`config.mk`:
```
export PLATFORM = sky130hd
export DESIGN_NAME = exec_unit_seq_flat
export DESIGN_NICKNAME = d
export VERILOG_FILES = /design/src/rtl/exec_unit_seq_if.sv /design/src/rtl/exec_unit_seq.sv /design/src/flat_wrapper.sv
export SDC_FILE = /design/constraint.sdc
export NUM_CORES = 1
export LEC_CHECK = 0
export BUFFER_PORTS_ARGS = -buffer_cell sky130_fd_sc_hd__buf_2
export CAP_MARGIN = 20
export CORE_MARGIN = 2
export CORE_UTILIZATION = 30
export DETAILED_ROUTE_END_ITERATION = 10
export GPL_ROUTABILITY_DRIVEN = 0
export PLACE_DENSITY = 0.44
export SETUP_SLACK_MARGIN = 0.5
export SLEW_MARGIN = 20
export SYNTH_ARGS = -nofsm -noshare
export SYNTH_HDL_FRONTEND = slang
export SYNTH_SLANG_ARGS = --single-unit
```
`constraint.sdc`:
```
create_clock -name clk -period 7.1 [get_ports clk]
set_clock_uncertainty 0.05 [all_clocks]
set_input_delay 1.42 -clock clk [delete_from_list [all_inputs] [get_ports clk]]
set_output_delay 1.42 -clock clk [all_outputs]
set_load 0.02 [all_outputs]
```
`src/rtl/exec_unit_seq_if.sv`:
```
// Handshake bundle between the operand stage, the sequential execute unit
// and the writeback consumer.
interface exec_unit_seq_if #(
  parameter int DATA_W  = 8,
  parameter int SHAMT_W = 3
);
  logic                  in_valid;
  logic                  in_ready;
  logic [4:0]            opcode;
  logic [DATA_W-1:0]     op_a;
  logic [DATA_W-1:0]     op_b;
  logic [SHAMT_W-1:0]    s_r_amount;
  logic                  out_valid;
  logic                  out_ready;
  logic [2*DATA_W-1:0]   result;
  logic                  zero_flag;
  logic                  carry_flag;
  logic                  ac_flag;
  logic                  parity_flag;
  logic                  busy;

  modport master (
    output in_valid, opcode, op_a, op_b, s_r_amount, out_ready,
    input  in_ready, out_valid, result, zero_flag, carry_flag,
    input  ac_flag, parity_flag, busy
  );

  modport slave (
    input  in_valid, opcode, op_a, op_b, s_r_amount, out_ready,
    output in_ready, out_valid, result, zero_flag, carry_flag,
    output ac_flag, parity_flag, busy
  );
endinterface

```
`src/rtl/exec_unit_seq.sv`:
```
// Sequential execute stage: 1-cycle ALU ops, iterative DIV (and MUL when
// EXEC_ITER_MUL_EN is defined); result and flags held until taken.
module exec_unit_seq #(
  parameter int DATA_W  = 8,
  parameter int SHAMT_W = 3
) (
  input logic            clk,
  input logic            reset,
  exec_unit_seq_if.slave bus
);

  localparam logic [4:0] OP_MOV = 5'b00000;
  localparam logic [4:0] OP_ADD = 5'b00001;
  localparam logic [4:0] OP_SUB = 5'b00010;
  localparam logic [4:0] OP_MUL = 5'b00011;
  localparam logic [4:0] OP_DIV = 5'b00100;
  localparam logic [4:0] OP_INC = 5'b00101;
  localparam logic [4:0] OP_DEC = 5'b00110;
  localparam logic [4:0] OP_AND = 5'b00111;
  localparam logic [4:0] OP_OR  = 5'b01000;
  localparam logic [4:0] OP_NOT = 5'b01001;
  localparam logic [4:0] OP_XOR = 5'b01010;
  localparam logic [4:0] OP_ASL = 5'b10000;
  localparam logic [4:0] OP_ASR = 5'b10001;
  localparam logic [4:0] OP_LSL = 5'b10010;
  localparam logic [4:0] OP_LSR = 5'b10011;
  localparam logic [4:0] OP_ROL = 5'b10100;
  localparam logic [4:0] OP_ROR = 5'b10101;
  localparam logic [4:0] OP_CMP = 5'b11001;

  localparam logic [SHAMT_W-1:0] LAST = SHAMT_W'(DATA_W - 1);

  typedef enum logic [1:0] {IDLE, ITER, DONE} state_t;

  state_t               state;
  logic [4:0]           op_q;
  logic [DATA_W-1:0]    b_q;
  logic [DATA_W-1:0]    hi_q;
  logic [DATA_W-1:0]    lo_q;
  logic [SHAMT_W-1:0]   cnt;
  logic [2*DATA_W-1:0]  res_q;
  logic                 z_q;
  logic                 c_q;
  logic                 ac_q;
  logic                 p_q;

  logic [DATA_W-1:0]    a;
  logic [DATA_W-1:0]    b;
  logic [SHAMT_W-1:0]   n;
  logic                 is_iter;

  assign a = bus.op_a;
  assign b = bus.op_b;
  assign n = bus.s_r_amount;

`ifdef EXEC_ITER_MUL_EN
  assign is_iter = (bus.opcode == OP_DIV) || (bus.opcode == OP_MUL);
`else
  assign is_iter = (bus.opcode == OP_DIV);
`endif

  logic [2*DATA_W-1:0]  sc_res;
  logic                 sc_c;
  logic                 sc_ac;
  logic                 sc_known;
  logic                 sc_wide;
  logic [DATA_W-1:0]    rhs;
  logic [DATA_W:0]      sum;
  logic [DATA_W:0]      diff;
  logic [4:0]           nib_s;
  logic [4:0]           nib_d;
  logic [DATA_W:0]      shl;
  logic [DATA_W:0]      shr;
  logic signed [DATA_W:0] sar;

  // Shifts carry an extra guard bit so the last bit out lands in it.
  always_comb begin
    sc_res   = '0;
    sc_c     = 1'b0;
    sc_ac    = 1'b0;
    sc_known = 1'b1;
    sc_wide  = 1'b0;
    rhs   = (bus.opcode == OP_INC || bus.opcode == OP_DEC)
          ? DATA_W'(1) : b;
    sum   = {1'b0, a} + {1'b0, rhs};
    diff  = {1'b0, a} - {1'b0, rhs};
    nib_s = {1'b0, a[3:0]} + {1'b0, rhs[3:0]};
    nib_d = {1'b0, a[3:0]} + {1'b0, ~rhs[3:0]} + 5'd1;
    shl   = {1'b0, a} << n;
    shr   = {a, 1'b0} >> n;
    sar   = $signed({a, 1'b0}) >>> n;
    case (bus.opcode)
      OP_MOV: sc_res[DATA_W-1:0] = a;
      OP_ADD, OP_INC: begin
        sc_res[DATA_W-1:0] = sum[DATA_W-1:0];
        sc_c  = sum[DATA_W];
        sc_ac = nib_s[4];
      end
      OP_SUB, OP_DEC: begin
        sc_res[DATA_W-1:0] = diff[DATA_W-1:0];
        sc_c  = diff[DATA_W];
        sc_ac = nib_d[4];
      end
      OP_AND: sc_res[DATA_W-1:0] = a & b;
      OP_OR:  sc_res[DATA_W-1:0] = a | b;
      OP_NOT: sc_res[DATA_W-1:0] = ~a;
      OP_XOR: sc_res[DATA_W-1:0] = a ^ b;
      OP_ASL, OP_LSL: begin
        sc_res[DATA_W-1:0] = shl[DATA_W-1:0];
        sc_c = shl[DATA_W];
      end
      OP_ASR: begin
        sc_res[DATA_W-1:0] = sar[DATA_W:1];
        sc_c = sar[0];
      end
      OP_LSR: begin
        sc_res[DATA_W-1:0] = shr[DATA_W:1];
        sc_c = shr[0];
      end
      OP_ROL: sc_res[DATA_W-1:0] =
        (a << n) | (a >> (DATA_W - int'(n)));
      OP_ROR: sc_res[DATA_W-1:0] =
        (a >> n) | (a << (DATA_W - int'(n)));
      OP_CMP: sc_res[0] = (a >= b);
`ifndef EXEC_ITER_MUL_EN
      OP_MUL: begin
        sc_res  = {{DATA_W{1'b0}}, a} * {{DATA_W{1'b0}}, b};
        sc_wide = 1'b1;
      end
`endif
      default: sc_known = 1'b0;
    endcase
  end

  logic [DATA_W:0]    mul_sum;
  logic [DATA_W:0]    div_r;
  logic               div_ge;
  logic [DATA_W-1:0]  div_d;
  logic [DATA_W-1:0]  nx_hi;
  logic [DATA_W-1:0]  nx_lo;

  // hi:lo is the product/remainder:quotient pair, one bit per cycle.
  always_comb begin
    mul_sum = {1'b0, hi_q} + (lo_q[0] ? {1'b0, b_q} : '0);
    div_r   = {hi_q, lo_q[DATA_W-1]};
    div_ge  = div_r >= {1'b0, b_q};
    div_d   = div_r[DATA_W-1:0] - b_q;
    if (op_q == OP_DIV) begin
      nx_hi = div_ge ? div_d : div_r[DATA_W-1:0];
      nx_lo = {lo_q[DATA_W-2:0], div_ge};
    end else begin
      nx_hi = mul_sum[DATA_W:1];
      nx_lo = {mul_sum[0], lo_q[DATA_W-1:1]};
    end
  end

  always_ff @(posedge clk) begin
    if (reset) begin
      state <= IDLE;
      op_q  <= '0;
      b_q   <= '0;
      hi_q  <= '0;
      lo_q  <= '0;
      cnt   <= '0;
      res_q <= '0;
      z_q   <= 1'b0;
      c_q   <= 1'b0;
      ac_q  <= 1'b0;
      p_q   <= 1'b0;
    end else begin
      unique case (state)
        IDLE: if (bus.in_valid) begin
          op_q <= bus.opcode;
          b_q  <= b;
          if (is_iter) begin
            hi_q  <= '0;
            lo_q  <= a;
            cnt   <= '0;
            state <= ITER;
          end else begin
            res_q <= sc_res;
            c_q   <= sc_c;
            ac_q  <= sc_ac;
            z_q   <= sc_known & (sc_wide ? ~|sc_res
                                         : ~|sc_res[DATA_W-1:0]);
            p_q   <= sc_known & (sc_wide ? ^sc_res
                                         : ^sc_res[DATA_W-1:0]);
            state <= DONE;
          end
        end
        ITER: begin
          hi_q <= nx_hi;
          lo_q <= nx_lo;
          cnt  <= cnt + 1'b1;
          if (cnt == LAST) begin
            res_q <= {nx_hi, nx_lo};
            ac_q  <= 1'b0;
            if (op_q == OP_DIV) begin
              z_q <= ~|nx_lo;
              p_q <= ^nx_lo;
              c_q <= ~|b_q;
            end else begin
              z_q <= ~|{nx_hi, nx_lo};
              p_q <= ^{nx_hi, nx_lo};
              c_q <= 1'b0;
            end
            state <= DONE;
          end
        end
        DONE: if (bus.out_ready) state <= IDLE;
        default: state <= IDLE;
      endcase
    end
  end

  assign bus.in_ready    = (state == IDLE);
  assign bus.busy        = (state != IDLE);
  assign bus.out_valid   = (state == DONE);
  assign bus.result      = res_q;
  assign bus.zero_flag   = z_q;
  assign bus.carry_flag  = c_q;
  assign bus.ac_flag     = ac_q;
  assign bus.parity_flag = p_q;

endmodule

```
`src/flat_wrapper.sv`:
```
// flat-port wrapper written by rule: the top's interface ports become plain ports
module exec_unit_seq_flat 
#(
  parameter int DATA_W  = 8,
  parameter int SHAMT_W = 3
)
  (clk, reset, bus_in_valid, bus_opcode, bus_op_a, bus_op_b, bus_s_r_amount, bus_out_ready, bus_in_ready, bus_out_valid, bus_result, bus_zero_flag, bus_carry_flag, bus_ac_flag, bus_parity_flag, bus_busy);
  exec_unit_seq_if #(.DATA_W(DATA_W), .SHAMT_W(SHAMT_W)) bus_i ();
  input logic clk;
  input logic reset;
  input wire logic [$bits(bus_i.in_valid)-1:0] bus_in_valid;
  input wire logic [$bits(bus_i.opcode)-1:0] bus_opcode;
  input wire logic [$bits(bus_i.op_a)-1:0] bus_op_a;
  input wire logic [$bits(bus_i.op_b)-1:0] bus_op_b;
  input wire logic [$bits(bus_i.s_r_amount)-1:0] bus_s_r_amount;
  input wire logic [$bits(bus_i.out_ready)-1:0] bus_out_ready;
  output wire logic [$bits(bus_i.in_ready)-1:0] bus_in_ready;
  output wire logic [$bits(bus_i.out_valid)-1:0] bus_out_valid;
  output wire logic [$bits(bus_i.result)-1:0] bus_result;
  output wire logic [$bits(bus_i.zero_flag)-1:0] bus_zero_flag;
  output wire logic [$bits(bus_i.carry_flag)-1:0] bus_carry_flag;
  output wire logic [$bits(bus_i.ac_flag)-1:0] bus_ac_flag;
  output wire logic [$bits(bus_i.parity_flag)-1:0] bus_parity_flag;
  output wire logic [$bits(bus_i.busy)-1:0] bus_busy;
  assign bus_i.in_valid = bus_in_valid;
  assign bus_i.opcode = bus_opcode;
  assign bus_i.op_a = bus_op_a;
  assign bus_i.op_b = bus_op_b;
  assign bus_i.s_r_amount = bus_s_r_amount;
  assign bus_i.out_ready = bus_out_ready;
  assign bus_in_ready = bus_i.in_ready;
  assign bus_out_valid = bus_i.out_valid;
  assign bus_result = bus_i.result;
  assign bus_zero_flag = bus_i.zero_flag;
  assign bus_carry_flag = bus_i.carry_flag;
  assign bus_ac_flag = bus_i.ac_flag;
  assign bus_parity_flag = bus_i.parity_flag;
  assign bus_busy = bus_i.busy;
  exec_unit_seq #(.DATA_W(DATA_W), .SHAMT_W(SHAMT_W)) u_core (.clk(clk), .reset(reset), .bus(bus_i));
endmodule
```
==> metrics.md <==
| Metric | Value |
|---|---|
| Port Buffer Count | 50 |
| Hold Path Class | reg2reg |
| Fraction of layout cells with a size suffix above 1 | 16.55% |
| Cts hold-fix bufs | 0 |
| Portion of netlist area occupied by mux cells | 7.767% |
| Period minus WS final | 6309 ps |
| Overall die height | 177.6 microns |
| Hold Worst Slack | 406.7 ps |
| Number of failing hold endpoints at the final stage | 0 |
| Max rail drop VDD | 0.1180 mV |
| List of most frequent post-synthesis cells | nor2_1 (134), nand2_1 (119), ha_1 (113), inv_1 (99), a21oi_1 (97) |
| Vias per cell | 5.549 |
| Tightest slew margin relative to the limit | 32.25% |
| Iteration-0 DRC count of the detailed router | 777 |
| Reg-to-reg endpoint | u_core.bus.parity_flag$_SDFFE_PP0P_ |
| Yosys warnings | 0 |
| Launching element of the worst setup path | bus_op_b[4] |
| Power Internal | 0.9316 mW |
| Cell type with the highest aggregate area in the netlist | ha_1 |
| Worst-case register-to-register setup slack | 3070 ps |
| Length of the first detailed-routing pass in iterations | 7 |
| CTS HTree Levels | 2 |
| Reg-to-reg startpoint | u_core.b_q[2]$_SDFFE_PP0P_ |
| Final Setup Violations | 0 |
| Area of the placeable core | 29640 sq um |
| Synthesized instance count | 1193 |
| Area added between synthesis and finish | 14.05% |
| Fraction of power spent switching nets | 44.57% |
| Endpoint required time on the critical path | 7280 ps |
| Antenna Violating Nets Remaining | 0 |
| Global-route wire length before repair | 54.17 mm |
| Wire length after detailed routing | 34.84 mm |
| Top sig layer | met4 |
| Flop pwr share | 19.6% |
| PD cells | 163.1 nW/um^2 |
| DRC violations left | 0 |
| Clock buffers created by TritonCTS | 5 |
| Post-synthesis net count | 1374 |
| Total number of placement rows | 63 |
| Depth of the worst register-to-register path | 16 |
| Cell area after synthesis | 9037 sq um |
| P_sw | 0.7490 mW |
| Number of enable-type register cells in the synthesized netlist | 0 |
| Leading cell types by total area after synthesis | ha_1 (16%), dfxtp_1 (12%), fa_1 (8.9%) |
| Final-report max-slew violation count | 0 |
| Worst setup path end | u_core.bus.parity_flag$_SDFFE_PP0P_ |
| Die Footprint | 31530 sq um |
| Count of vias placed by the detailed router | 9040 |
| Slew of the pin with the lowest slew margin | 1013 ps |
| Dominant combinational cell family by area after synthesis | adder cells |
| Maximum achievable frequency | 158.5 MHz |
| Power share of the combinational group | 64.0% |
| Number of clock sinks seen by CTS | 54 |
| Area share of and/or/nand/nor cells after synthesis | 21.93% |
| RSZ-0062 raised after global routing | no |
| Nets@finish | 1419 |
| Global route overflow | 0 |
| Static power due to leakage | 4.364 nW |
| Wire length per cell | 21.39 microns |
| Largest fanout of any net on the critical path | 5 |
| Metal-1 WL | 16.17 mm |
| IO Pins | 51 |
| Length of routed met3 wiring | 1.914 mm |
| Synthesized area divided by synthesized cell count | 7.575 sq um |
| Area fraction in compound gates after synthesis | 21.75% |
| Most common flop cell mapped by yosys | dfxtp_1 |
| Power Total | 1.681 mW |
| Crit. End Element | register |
| Number of unique standard cell types used by synthesis | 85 |
| Buffer cell driving the clock tree root | clkbuf_16 |
| Run status | finished clean |
| Setup Crit Path Kind | in2reg |
| Xor-xnor portion of the synthesized cell area | 3.378% |
| Total length of routed met2 wires | 15.74 mm |
| Pin count of the biggest net entering global routing | 54 |
| Horizontal die dimension | 177.6 microns |
| Cell with the most instances after synthesis | nor2_1 |
| Proportion of netlist area held by the largest area contributor | 15.64% |
| Number of storage elements in the synthesis netlist | 54 |
| Initial Util | 30.49% |
| All-Layer GR Usage | 22.51% |
| Part of the cycle the worst path needs | 88.87% |
| Clock tree from TritonCTS | yes |
| # Max-Cap Violations | 0 |
| Clock share of power | 16.4% |
| Fraction of the yosys area taken by sequential cells | 11.96% |
| Detailed Place HPWL | 27.31 mm |
| Worst-skew pair later-pin latency | 310 ps |
| Antenna diode count | 0 |
| Via count of the first global-routing pass | 8827 |
| Max Root-Sink Buffers | 2 |
| Number of antenna violations at the first check in global routing | 0 |
| Clk slew on worst S/H paths | 70 ps |
| Share of synthesized registers carrying an async set or reset | 0% |
| Critical path arrival | 6490 ps |
| Adder-cell share of the synthesized area | 24.62% |
| Kind of launch point of the worst setup path | input pin |
## logic make-up (layout without fill, tap and decap cells)
logic type / count (synthesis) / in the layout
AO/OA/AOI/OAI: 302 / 302
XOR/XNOR: 34 / 34
AND/OR/NAND/NOR: 412 / 412
buffers and inverters: 180 / 226
adder cells (fa/ha/maj): 154 / 154
multiplexers: 57 / 57
flip-flops: 54 / 54
## layout by cell type, fill, tap and decap left out, types with 7 or more instances in the layout
cell | Yosys | layout
a211oi_1 | 17 | 15
a21oi_1 | 97 | 94
a22oi_1 | 13 | 13
a2bb2oi_1 | 7 | 7
a31oi_1 | 12 | 11
and2_1 | 15 | 15
buf_2 | 21 | 41
buf_4 | 2 | 61
clkinvlp_4 | 0 | 8
dfxtp_1 | 54 | 54
fa_1 | 40 | 35
ha_1 | 113 | 103
ha_2 | 0 | 7
inv_1 | 99 | 90
mux2i_1 | 45 | 45
mux4_2 | 10 | 10
nand2_1 | 119 | 115
nand2b_1 | 22 | 21
nand3_1 | 17 | 17
nand4_1 | 9 | 9
nor2_1 | 134 | 123
nor2_2 | 0 | 8
nor2b_1 | 14 | 13
nor3_1 | 24 | 23
nor4_1 | 12 | 11
o211ai_1 | 11 | 11
o21ai_0 | 49 | 43
o22ai_1 | 17 | 17
or3_1 | 7 | 7
xnor2_1 | 25 | 25
xor2_1 | 8 | 8
## worst min path at each step
stage,depth (start not counted),end,slack (ps),startpoint
after floorplan,2,u_core.op_q[3]$_SDFFE_PP0P_,380,u_core.op_q[3]$_SDFFE_PP0P_
after global placement,2,u_core.op_q[3]$_SDFFE_PP0P_,390,u_core.op_q[3]$_SDFFE_PP0P_
after detailed placement,2,u_core.op_q[3]$_SDFFE_PP0P_,400,u_core.op_q[3]$_SDFFE_PP0P_
after CTS,2,u_core.op_q[3]$_SDFFE_PP0P_,410,u_core.op_q[3]$_SDFFE_PP0P_
after global routing,2,u_core.op_q[3]$_SDFFE_PP0P_,420,u_core.op_q[3]$_SDFFE_PP0P_
final,2,u_core.op_q[3]$_SDFFE_PP0P_,410,u_core.op_q[3]$_SDFFE_PP0P_
## power groups by stage
| stage | clock network, mW | logic [mW] | registers (mW) |
|---|---|---|---|
| after global routing | 0.292 | 1.20 | 0.331 |
| after detailed placement | 0 | 0.971 | 0.337 |
| after global placement | 0 | 0.972 | 0.337 |
| after floorplan | 0 | 0.659 | 0.340 |
| final | 0.275 | 1.08 | 0.330 |
| after CTS | 0.281 | 0.985 | 0.330 |
## routing by layer
| metal | global-route usage, % | up-vias |
|---|---|---|
| met5 | 0 | - |
| li1 | - | 4314 |
| met4 | 5.977 | 0 |
| met2 | 35.89 | 289 |
| met1 | 32.06 | 4379 |
| met3 | 2.549 | 58 |
## sequential cells by signal, indices dropped and copies added (netlist names)
name,cells
u_core.bus.parity_flag,1
u_core.bus.zero_flag,1
u_core.state,2
u_core.op_q,5
u_core.bus.result,16
u_core.hi_q,8
u_core.b_q,8
u_core.cnt,3
u_core.lo_q,8
u_core.bus.carry_flag,1
u_core.bus.ac_flag,1
## metrics by stage
stage / setup slack [ps] / cells / cell area (sq um) / utilization (%) / TNS (ps)
final: 790.6 / 1629 / 10310 / 34.78 / 0
after detailed placement: -7.396 / 1609 / 9772 / 32.97 / -7.396
after CTS: 512.0 / 1618 / 9965 / 33.62 / 0
after global routing: 476.6 / 1629 / 10310 / 34.78 / 0
after global placement: -4.646 / 1609 / 9772 / 32.97 / -4.646
after floorplan: 555.0 / 1193 / 9037 / - / 0
## final cells by class
| cell class | count | area (sq um) |
|---|---|---|
| inverters | 109 | 444.2 |
| flip-flops and latches | 54 | 1081 |
| multi-input cells | 959 | 7383 |
| fillers | 3272 | 19330 |
| repair buffers | 109 | 749.5 |
| clock inverters | 1 | 8.758 |
| clock buffers | 7 | 152.6 |
| well taps | 390 | 488.0 |
## critical path, cell delays in order
cell      delay [ps]
buf_4            140
nand2_2           70
fa_1             520
fa_1             530
inv_2             50
fa_1             540
inv_1             50
fa_1             490
inv_2             50
ha_4             250
o21ai_2           60
a21oi_2           60
o41a_1           460
o211ai_1         250
and3_1           210
o21ai_1           70
ha_1             320
xor2_1           180
xnor2_1          130
nand2_1           80
xnor2_1          160
o22ai_1          170
nor2_1            60
nor3_1           180
## repair_timing
action                     in CTS  in global routing
gates resized for setup         6                 91
setup endpoints to repair       1                  1
buffers inserted                1                 11
pin swaps                       0                 36
Power figures use the tool's default switching activity.
